[src/rtl/alu_exec_if.sv]
// alu_exec_if: request/response handshake bundle between the pipeline and the execute-stage ALU.
interface alu_exec_if #(parameter int WIDTH = 32);
    logic             flush;
    logic             in_valid;
    logic             in_ready;
    logic [4:0]       alu_ctl;
    logic             sign;
    logic [WIDTH-1:0] in_a;
    logic [WIDTH-1:0] in_b;
    logic             out_valid;
    logic             out_ready;
    logic [WIDTH-1:0] out_result;
    logic             out_zero;
    logic             out_overflow;
    modport master (
        output flush, in_valid, alu_ctl, sign, in_a, in_b, out_ready,
        input  in_ready, out_valid, out_result, out_zero, out_overflow
    );
    modport slave (
        input  flush, in_valid, alu_ctl, sign, in_a, in_b, out_ready,
        output in_ready, out_valid, out_result, out_zero, out_overflow
    );
endinterface

[src/rtl/alu_exec_unit.sv]
// alu_exec_unit: execute-stage ALU; single-cycle logic/arithmetic, 1-bit-per-cycle iterative shifts.
module alu_exec_unit #(
    parameter int WIDTH = 32,
    parameter int SHW   = 5
) (
    input logic       clk,
    input logic       reset_n,
    alu_exec_if.slave bus
);
    localparam logic [4:0] OP_AND = 5'b00000, OP_OR  = 5'b00001, OP_SUB = 5'b00110, OP_SLT = 5'b00111;
    localparam logic [4:0] OP_NOR = 5'b01100, OP_XOR = 5'b01101;
    localparam logic [4:0] OP_SLL = 5'b10000, OP_SRL = 5'b11000, OP_SRA = 5'b11001;
    typedef enum logic [1:0] {IDLE, SHIFT, DONE} state_t;
    state_t           state_q;
    logic [WIDTH-1:0] acc_q, result_q, res_d, acc_d, sum, diff;
    logic [SHW-1:0]   cnt_q, amt;
    logic [1:0]       sh_q;
    logic             valid_q, zero_q, ovf_q, ovf_d, lt, is_shift, accept;
    assign amt      = bus.in_a[SHW-1:0];
    assign is_shift = bus.alu_ctl inside {OP_SLL, OP_SRL, OP_SRA};
    assign bus.in_ready = (state_q == IDLE) || (state_q == DONE && bus.out_ready);
    assign accept   = bus.in_valid && bus.in_ready && !bus.flush;
    // sh_q[1] selects right shift, sh_q[0] selects arithmetic fill
    assign acc_d = sh_q[1] ? {sh_q[0] & acc_q[WIDTH-1], acc_q[WIDTH-1:1]} : {acc_q[WIDTH-2:0], 1'b0};
    always_comb begin
        sum   = bus.in_a + bus.in_b;
        diff  = bus.in_a - bus.in_b;
        lt    = bus.sign ? ($signed(bus.in_a) < $signed(bus.in_b)) : (bus.in_a < bus.in_b);
        res_d = sum;
        ovf_d = 1'b0;
        case (bus.alu_ctl)
            OP_AND: res_d = bus.in_a & bus.in_b;
            OP_OR:  res_d = bus.in_a | bus.in_b;
            OP_NOR: res_d = ~(bus.in_a | bus.in_b);
            OP_XOR: res_d = bus.in_a ^ bus.in_b;
            OP_SLT: res_d = {{(WIDTH-1){1'b0}}, lt};
            OP_SUB: begin
                res_d = diff;
                ovf_d = bus.sign & (bus.in_a[WIDTH-1] ^ bus.in_b[WIDTH-1]) & (diff[WIDTH-1] ^ bus.in_a[WIDTH-1]);
            end
            OP_SLL, OP_SRL, OP_SRA: res_d = bus.in_b;
            default: ovf_d = bus.sign & ~(bus.in_a[WIDTH-1] ^ bus.in_b[WIDTH-1]) & (sum[WIDTH-1] ^ bus.in_a[WIDTH-1]);
        endcase
    end
    always_ff @(posedge clk or negedge reset_n) begin
        if (!reset_n) begin
            state_q  <= IDLE;
            valid_q  <= 1'b0;
            result_q <= '0;
            zero_q   <= 1'b0;
            ovf_q    <= 1'b0;
            acc_q    <= '0;
            cnt_q    <= '0;
            sh_q     <= '0;
        end else if (bus.flush) begin
            state_q  <= IDLE;
            valid_q  <= 1'b0;
            result_q <= '0;
            zero_q   <= 1'b0;
            ovf_q    <= 1'b0;
            acc_q    <= '0;
            cnt_q    <= '0;
        end else if (accept) begin
            if (is_shift && amt != '0) begin
                state_q <= SHIFT;
                valid_q <= 1'b0;
                acc_q   <= bus.in_b;
                cnt_q   <= amt;
                sh_q    <= {bus.alu_ctl[3], bus.alu_ctl[0]};
            end else begin
                state_q  <= DONE;
                valid_q  <= 1'b1;
                result_q <= res_d;
                zero_q   <= (res_d == '0);
                ovf_q    <= ovf_d;
            end
        end else if (state_q == SHIFT) begin
            acc_q <= acc_d;
            cnt_q <= cnt_q - 1'b1;
            if (cnt_q == SHW'(1)) begin
                state_q  <= DONE;
                valid_q  <= 1'b1;
                result_q <= acc_d;
                zero_q   <= (acc_d == '0);
                ovf_q    <= 1'b0;
            end
        end else if (state_q == DONE && bus.out_ready) begin
            state_q <= IDLE;
            valid_q <= 1'b0;
        end
    end
    assign bus.out_valid    = valid_q;
    assign bus.out_result   = result_q;
    assign bus.out_zero     = zero_q;
    assign bus.out_overflow = ovf_q;
endmodule
[src/flat_wrapper.sv]
// flat-port wrapper written by rule: the top's interface ports become plain ports
module alu_exec_unit_flat 
#(
    parameter int WIDTH = 32,
    parameter int SHW   = 5
)
  (clk, reset_n, bus_flush, bus_in_valid, bus_alu_ctl, bus_sign, bus_in_a, bus_in_b, bus_out_ready, bus_in_ready, bus_out_valid, bus_out_result, bus_out_zero, bus_out_overflow);
  alu_exec_if #(.WIDTH(WIDTH)) bus_i ();
  input logic clk;
  input logic reset_n;
  input wire logic [$bits(bus_i.flush)-1:0] bus_flush;
  input wire logic [$bits(bus_i.in_valid)-1:0] bus_in_valid;
  input wire logic [$bits(bus_i.alu_ctl)-1:0] bus_alu_ctl;
  input wire logic [$bits(bus_i.sign)-1:0] bus_sign;
  input wire logic [$bits(bus_i.in_a)-1:0] bus_in_a;
  input wire logic [$bits(bus_i.in_b)-1:0] bus_in_b;
  input wire logic [$bits(bus_i.out_ready)-1:0] bus_out_ready;
  output wire logic [$bits(bus_i.in_ready)-1:0] bus_in_ready;
  output wire logic [$bits(bus_i.out_valid)-1:0] bus_out_valid;
  output wire logic [$bits(bus_i.out_result)-1:0] bus_out_result;
  output wire logic [$bits(bus_i.out_zero)-1:0] bus_out_zero;
  output wire logic [$bits(bus_i.out_overflow)-1:0] bus_out_overflow;
  assign bus_i.flush = bus_flush;
  assign bus_i.in_valid = bus_in_valid;
  assign bus_i.alu_ctl = bus_alu_ctl;
  assign bus_i.sign = bus_sign;
  assign bus_i.in_a = bus_in_a;
  assign bus_i.in_b = bus_in_b;
  assign bus_i.out_ready = bus_out_ready;
  assign bus_in_ready = bus_i.in_ready;
  assign bus_out_valid = bus_i.out_valid;
  assign bus_out_result = bus_i.out_result;
  assign bus_out_zero = bus_i.out_zero;
  assign bus_out_overflow = bus_i.out_overflow;
  alu_exec_unit #(.WIDTH(WIDTH), .SHW(SHW)) u_core (.clk(clk), .reset_n(reset_n), .bus(bus_i));
endmodule
[config.mk]
export PLATFORM = sky130hd
export DESIGN_NAME = alu_exec_unit_flat
export DESIGN_NICKNAME = d
export VERILOG_FILES = /design/src/rtl/alu_exec_if.sv /design/src/rtl/alu_exec_unit.sv /design/src/flat_wrapper.sv
export SDC_FILE = /design/constraint.sdc
export NUM_CORES = 1
export LEC_CHECK = 0
export CELL_PAD_IN_SITES_DETAIL_PLACEMENT = 1
export CELL_PAD_IN_SITES_GLOBAL_PLACEMENT = 1
export CORE_MARGIN = 5
export CORE_UTILIZATION = 43
export DETAILED_ROUTE_END_ITERATION = 8
export GPL_ROUTABILITY_DRIVEN = 0
export PLACE_DENSITY = 0.82
export SYNTH_ARGS = -nofsm -noshare
export SYNTH_HDL_FRONTEND = slang
export SYNTH_SLANG_ARGS = --single-unit
[constraint.sdc]
create_clock -name clk -period 3.9 [get_ports clk]
set_clock_uncertainty 0.2 [all_clocks]
set_input_delay 0.39 -clock clk [delete_from_list [all_inputs] [get_ports clk]]
set_output_delay 0.39 -clock clk [all_outputs]
set_load 0.05 [all_outputs]
==> impl_metrics.py, run 1 <==
metrics = {
    "run_status": {
        "outcome": "stopped before the end",
        "lastStage": "5_1_grt",
        "first-error": "[ERROR GRT-0232] Routing congestion too high. Check the congestion heatmap in the GUI.",
    },
    "clock_tree": {
        "cts.sinks": 75,
        "cts_buffers": 9,
        "cts_hold_buf": 0,
        "clk_path_buf_depth": 2,
        "htree_num_levels": 3,
        "cts_root_buf": "clkbuf_16",
    },
    "placed_design": {
        "dp_hpwl_um": 44500,
        "placed_cell_area_sq_um": 14000,
        "port_buffers": 110,
    },
    "die": {
        "fp.dieW_um": 162,
        "die_h_um": 162,
        "start_util_pct": 43.9,
        "rows": 55,
        "io_pins": 111,
    },
    "synthesis": {
        "syn-cell-area_sq_um": 9960,
        "syn_avg_cell_area_sq_um": 7.18,
        "ys_top_cells_by_area": "dfrtp_1 (19%), ha_1 (12%), o21ai_0 (9.4%)",
        "synth-seq-area-share_pct": 18.8,
        "yosysWarnings": 0,
        "synthFlopType": "dfrtp_1",
        "yosys.area.top_type_share_pct": 18.8,
        "synth_edf_count": 0,
        "ys_ff_latch": 75,
        "yosys.area.top_type": "dfrtp_1",
        "ys_types": 89,
        "async_reset_ff_share_pct": 100,
        "synth_cells": 1387,
        "mappedNetlistNets": 1562,
    },
    "global_route": {
        "grt_max_degree": 76,
        "grt_overflow": 216,
        "grtUsageTotal_pct": 81.4,
    },
}
through the flow:
| stage | hold slack [ns] | setup WS (ns) | instances |
|---|---|---|---|
| CTS | 0.0398 | -0.0528 | 2134 |
| detailed placement | 0.269 | -0.900 | 2073 |
| global placement | 0.260 | -0.759 | 2073 |
| floorplan | -0.106 | 0.0161 | 1387 |
per-layer routing:
layer	track usage, %	GRT overflow
met5	32.4	0
met1	80.1	4
met4	83.5	86
met2	94.3	122
met3	71.3	4
logic make-up after synthesis:
logic type / synth area share [%]
compound gates: 35.8
buf+inv: 7.97
fa+ha+maj: 12.7
xor+xnor: 0.528
mux: 3.54
flops: 18.8
simple gates: 20.6
timing repair:
item | 4_1_cts
endpoints found under the setup margin | 17
hold endpoints to repair | 0
pin swaps | 75
buffers inserted | 45
resized for setup | 296
cell usage after synthesis, types with 16 or more instances:
cell type and count:
a211oi_1 22, nand2_1 151, ha_1 98, a21o_1 22, nor2_1 87, dfrtp_1 75
inv_1 99, nand3_1 36, a22oi_1 16, o211ai_1 20, o21ai_0 187, nor3_1 43
a21oi_1 116, mux2i_1 33, clkbuf_1 70, nand2b_1 18
==> run 2: changes to the inputs <==
==> config.mk (replaced) <==
export PLATFORM = sky130hd
export DESIGN_NAME = alu_exec_unit_flat
export DESIGN_NICKNAME = d
export VERILOG_FILES = /design/src/rtl/alu_exec_if.sv /design/src/rtl/alu_exec_unit.sv /design/src/flat_wrapper.sv
export SDC_FILE = /design/constraint.sdc
export NUM_CORES = 1
export LEC_CHECK = 0
export CORE_MARGIN = 5
export CORE_UTILIZATION = 40
export DETAILED_ROUTE_END_ITERATION = 8
export GPL_ROUTABILITY_DRIVEN = 0
export PLACE_DENSITY_LB_ADDON = 0.15
export SYNTH_ARGS = -nofsm -noshare
export SYNTH_HDL_FRONTEND = slang
export SYNTH_SLANG_ARGS = --single-unit
==> run 2 against run 1 <==
Compared with the run above:
- the flow now finishes, with violations (negative setup slack)
- synthesized cell count stayed put
- area after synthesis stayed put
==> impl_metrics.py, run 2 <==
metrics = {
    "synthesis": {
        "ys_ff_latch": 75,
        "synth_edf_count": 0,
        "yosys.area.top_type": "dfrtp_1",
        "mappedNetlistNets": 1562,
        "ys_types": 89,
        "syn_avg_cell_area_sq_um": 7.18,
        "ys_top_cells_by_area": "dfrtp_1 (19%), ha_1 (12%), o21ai_0 (9.4%)",
        "synthFlopType": "dfrtp_1",
        "synth-seq-area-share_pct": 18.8,
        "synthTopCellsByCount": "o21ai_0 (187), nand2_1 (151), a21oi_1 (116)",
        "yosys.area.top_type_share_pct": 18.8,
        "yosysWarnings": 0,
        "synth_cells": 1387,
        "yosysMostFrequentCell": "o21ai_0",
        "syn-cell-area_sq_um": 9960,
        "async_reset_ff_share_pct": 100,
    },
    "power": {
        "clkPwrFrac_pct": 22.0,
        "p_int_mw": 2.58,
        "peakVddDrop_mv": 0.293,
        "swShare_pct": 40.8,
        "p_leak_nw": 6.72,
        "seqPwrFrac_pct": 22.8,
        "p_total_mw": 4.37,
        "p_switching_mw": 1.78,
        "power_density_nw_per_um2": 295,
        "combPwrFrac_pct": 55.2,
    },
    "routing": {
        "drc": 0,
        "wl_per_cell_um": 20.7,
        "drt_iter0_markers": 1433,
        "via_per_inst": 5.94,
        "vias": 12700,
        "dr.pass1.iters": 7,
        "routed_wl_um": 44100,
        "ant_nets": 0,
    },
    "die": {
        "dieArea_sq_um": 28200,
        "core_sq_um": 24400,
        "start_util_pct": 40.8,
        "io_pins": 111,
        "rows": 57,
        "fp.dieW_um": 168,
        "die_h_um": 168,
    },
    "layout": {
        "finalNetCount": 1975,
        "multi_input_area_sq_um": 7730,
        "syn_to_final_growth_pct": 48.6,
        "layout-drive-gt1-share_pct": 28.4,
        "instances_no_fill": 2130,
        "layout_common_cells": "buf_4 (386), o21ai_0 (180), nand2_1 (150), a21oi_1 (110), clkdlybuf4s50_1 (100)",
        "nFillCells": 2257,
        "regArea_sq_um": 1880,
        "layout_commonest_cell": "buf_4",
    },
    "clock_tree": {
        "cts_buffers": 9,
        "cts_root_buf": "clkbuf_16",
        "clk_latency_ns": 0.33,
        "htree_num_levels": 3,
        "cts.sinks": 75,
        "cts_tree": "built",
        "cts_hold_buf": 0,
        "clk_path_buf_depth": 2,
        "clkTransAtPathRegs_ns": 0.06,
    },
    "run_status": {
        "violations": "negative setup slack",
        "outcome": "complete, but fails checks",
    },
    "critical_path": {
        "cp_max_fo": 4,
        "endpoint_kind": "flop",
        "slowest_delay_ns": 0.55,
        "crit_chain": "clkdlybuf4s50_1 > inv_1 > ha_4 > buf_4 > nor2_4 > a221oi_4 > a211oi_4 > or2_1 > a221oi_1 > o21ai_1 > or4_1 > or4_4 > nor4_2 > nand4_1 > o31ai_2",
        "worst_setup_path_start_kind": "input port",
        "cpMaxStageDelayCell": "or4_4",
        "critPathRequiredTime_ns": 3.94,
        "worst_ep_arrival_time_ns": 4.03,
        "critical_path_class": "input port to flop",
    },
    "global_route": {
        "grt_pass1_vias": 12200,
        "grt_overflow": 0,
        "antenna_found_initial": 0,
        "grt_pass1_wl_um": 67800,
        "grtUsageTotal_pct": 29.9,
        "grt_max_degree": 76,
    },
    "timing": {
        "finalWorstSetupSlack_ns": -0.0842,
        "tightest_slew_ns": 0.966,
        "fmax_mhz": 251,
        "setup_viol": 1,
        "drv_slew": 0,
        "fin_crit_sh_pct": 102,
        "min_period_ns": 3.98,
        "rsz0062_at_grt": "true",
        "relSlewSlack_pct": 35.6,
        "hold_viol": 0,
    },
    "hold_path": {
        "hold_path_class": "input port to async pin",
    },
    "flow_run": {
        "drv_cap": 0,
    },
    "placed_design": {
        "preCtsSetupSlack_ns": -0.679,
        "dp.cells": 2108,
        "dp_hpwl_um": 35600,
        "port_buffers": 110,
    },
}
run 2: cell counts after synthesis:
Identical to the previous run, type by type.
run 2: final timing paths:
| kind | cells past startpoint | start | slack [ns] | end |
|---|---|---|---|---|
| setup reg to reg | 12 | u_core.acc_q[28] | 0.12 | u_core.bus.out_zero |
| min in group clk | 2 | u_core.bus.out_result[25] | 0.28 | u_core.bus.out_result[25] |
| hold / removal | 1 | reset_n | 0.004 | u_core.bus.out_result[6] |
| max in group asynchronous | 1 | reset_n | 2.82 | u_core.sh_q[1] |
| setup / recovery | 15 | bus_in_a[3] | -0.08 | u_core.bus.out_zero |
| hold reg to reg | 2 | u_core.bus.out_result[25] | 0.28 | u_core.bus.out_result[25] |
run 2: cell type report:
| type | count | area share (%) |
|---|---|---|
| antenna | 1 | 0.0169 |
| clock buffer | 11 | 1.64 |
| clock inverter | 5 | 0.676 |
| inverter | 101 | 2.56 |
| multi-input combinational | 1113 | 52.2 |
| sequential | 75 | 12.7 |
| tap | 324 | 2.74 |
| timing repair buffer | 500 | 27.5 |
run 2: per-layer routing:
layer / part of all wire, % / up-vias / track usage (%)
met5: 0 / - / 0
met4: 5.4 / 0 / 14.1
met3: 8.6 / 170 / 4.38
met2: 46 / 651 / 49.0
met1: 40 / 5903 / 38.7
li1: - / 5930 / -
run 2: cell families after synthesis:
kind of cell	count (synthesis)	share of synthesized area (%)
AO/OA/AOI/OAI	544	35.8
XOR/XNOR	6	0.528
adder cells (fa/ha/maj)	100	12.7
buffers and inverters	199	7.97
flip-flops	75	18.8
multiplexers	35	3.54
AND/OR/NAND/NOR	428	20.6
run 2: power by group through the flow:
stage / clock (mW) / combinational [mW] / sequential [mW]
final: 0.962 / 2.41 / 0.997
after global routing: 1.01 / 2.57 / 1.01
after CTS: 0.973 / 2.34 / 0.997
after detailed placement: 0 / 2.27 / 1.01
after global placement: 0 / 2.25 / 1.01
after floorplan: 0 / 1.02 / 1.18
run 2: critical path: cells and delay by family:
family / cells / cell delay (ns)
AOI/OAI and AO/OA: 5 / 1.07
adders and majority gates: 1 / 0.28
buffers and inverters: 3 / 0.70
and+or+nand+nor: 6 / 1.59
run 2: per-stage QoR:
step	hold slack, ns	cell area [sq um]	util [%]	setup TNS (ns)
floorplan	-0.106	9960	-	0
global placement	0.261	14000	57.4	-4.00
detailed placement	0.270	14000	57.4	-4.97
CTS	0.0465	14700	60.1	-0.0218
global route	0.0925	14800	60.7	-0.374
finish	0.00449	14800	60.7	-0.0842
run 2: what timing repair did:
action	4_1_cts	5_1_grt
resized for setup	75	27
buffers inserted	3	2
pin swaps	17	9
endpoints found under the setup margin	6	9
(Power assumes the default switching activity.)
==> variant, RTL diff (config.mk and constraints of run 2) <==
`WIDTH` is set to 32 in 3 places; all go to 16.
--- a/src/rtl/alu_exec_if.sv
+++ b/src/rtl/alu_exec_if.sv
@@ -1,3 +1,3 @@
 // alu_exec_if: request/response handshake bundle between the pipeline and the execute-stage ALU.
-interface alu_exec_if #(parameter int WIDTH = 32);
+interface alu_exec_if #(parameter int WIDTH = 16);
     logic             flush;
--- a/src/rtl/alu_exec_unit.sv
+++ b/src/rtl/alu_exec_unit.sv
@@ -2,3 +2,3 @@
 module alu_exec_unit #(
-    parameter int WIDTH = 32,
+    parameter int WIDTH = 16,
     parameter int SHW   = 5
--- a/src/flat_wrapper.sv
+++ b/src/flat_wrapper.sv
@@ -3,3 +3,3 @@
 #(
-    parameter int WIDTH = 32,
+    parameter int WIDTH = 16,
     parameter int SHW   = 5
Interface: changed (resized bus_in_a, bus_in_b and bus_out_result); port bits go from 111 to 63. The function was not compared with the original's and may differ.
==> variant against run 2 <==
  * Synthesized area shrank 48%
  * Routed wire length shrank 58%
  * Final area shrank 55%
  * Critical path depth down 2
  * Sequential cell count is 32 lower
  * Total power fell by 61%
  * Combinational power shrank 68%
  * First-iteration DRC count decreased by 63%
  * Count of clock-buffer cells in the layout fell by 5
  * Sequential share of layout area up 3.5 points
  * Setup slack better by 0.19 ns
  * Sequential power shrank 49%
==> variant: results (changes against run 2) <==
Worst setup path
  • CP Launch Point: bus_in_b[1] (was bus_in_a[3])
  • Worst R2R Start: u_core.cnt_q[1]$_DFFE_PN0P_ (was u_core.acc_q[28]$_DFFE_PN0P_)
  • Worst-case reg-to-reg path depth: 10 (was 12)
  • Worst Path Max Fanout: 6 (was 4)
  • Flop2flop setup slack: 0.84 ns (was 0.12 ns)

Power and ir drop
  • Logic pwr share: 0.456 (was 0.552)
  • P_leak: 2.97 nW (was 6.72 nW)
  • Int Power: 1.04 mW (was 2.58 mW)
  • VDD IR max: 0.000158 V (was 0.000293 V)
  • Combinational gate power: 0.774 mW (was 2.41 mW)

Clock network
  • H-tree Lvls: 2 (was 3)
  • Resized cells post-CTS: 0 (was 75)
  • Skew-Pair Late Insertion Delay: 0.29 ns (was 0.33 ns)

GRT
  • Largest net degree at the start of global routing: 44 (was 76)
  • Vias in the first global route: 5,624 (was 12,200)
  • Total track usage: 0.228 (was 0.299)
  • Global-route wire length before repair: 29.2 mm (was 67.8 mm)

Placed design
  • Area after DPL: 6480 um2 (was 14,000 um2)
  • IO buf count: 62 (was 110)
  • HPWL after DPL: 14.5 mm (was 35.6 mm)
  • Cell count after placement: 960 (was 2,108)

Cells and area
  • Layout cells sized above 1: 0.143 (was 0.284)
  • Non-Filler Instances: 968 (was 2,130)
  • N_diodes: 0 (was 1)

Logic synthesis
  • Synthesized Nets: 789 (was 1,562)
  • Unique cell type count in the Yosys netlist: 73 (was 89)
  • Commonest cells post-synth: nor2_1, a21oi_1, nand2_1 (was o21ai_0, nand2_1, a21oi_1)

Outcome
  • Status: complete, no violations (was finished with violations)

Timing
  • Max-slew headroom at the worst pin: 0.323 (was 0.356)
  • Fmax: 263 MHz (was 251 MHz)
  • Final setup viols: 0 (was 1)
  • Hold Slack: 0.0756 ns (was 0.00449 ns)

Drt
  • Initial DRT Pass Iterations: 6 (was 7)
  • Vias: 5,810 (was 12,700)
  • DRT iter0 DRCs: 532 (was 1,433)
  • DRT Wirelength: 18.4 mm (was 44.1 mm)
==> variant: cell types whose count changed in the layout (fill, tap and decap cells not counted), sizes merged, moves of 24 or more <==
cell,before,now
dfrtp,75,43
ha,98,50
nor2,90,62
nand2,151,60
a21oi,116,61
nor3,43,19
buf,391,81
clkdlybuf4s50,100,61
inv,100,49
nand3,36,12
o21ai,190,57
==> variant: cell families (layout without fill, tap and decap cells) <==
group                      after synthesis  in the layout  share of synthesized area
AOI/OAI and AO/OA                      251            251                      0.329
xor gates and xnor gates                 7              7                     0.0117
adders and majority gates               52             52                      0.127
buffers and inverters                   97            199                     0.0740
DFF                                     43             43                      0.206
muxes                                   18             18                     0.0362
and+or+nand+nor                        226            226                      0.216
==> variant: metal layers <==
layer,up-vias,GRT usage,part of all wire
li1,2743,-,-
met1,2790,0.301,0.44
met2,227,0.367,0.46
met3,50,0.0330,0.059
met4,0,0.103,0.046
met5,-,0,0
==> variant: critical path, cell delays in order <==
cell and delay (ns):
clkdlybuf4s50_1 0.48, inv_1 0.09, ha_1 0.32, nor2_1 0.18
o311a_1 0.25, a2111oi_2 0.07, buf_4 0.15, o41a_1 0.52
buf_4 0.18, o31a_1 0.31, o21a_1 0.19, o31a_1 0.30
o41ai_2 0.34
==> variant: final cells by class <==
| class | instances | area [um2] | area share |
|---|---|---|---|
| Tap cell | 172 | 215 | 0.0324 |
| Timing Repair Buffer | 142 | 1230 | 0.185 |
| Clock inverter | 2 | 12.5 | 0.00188 |
| Sequential cell | 43 | 1080 | 0.162 |
| Inverter | 49 | 184 | 0.0277 |
| Clock buffer | 6 | 129 | 0.0194 |
| Multi-Input combinational cell | 554 | 3800 | 0.572 |
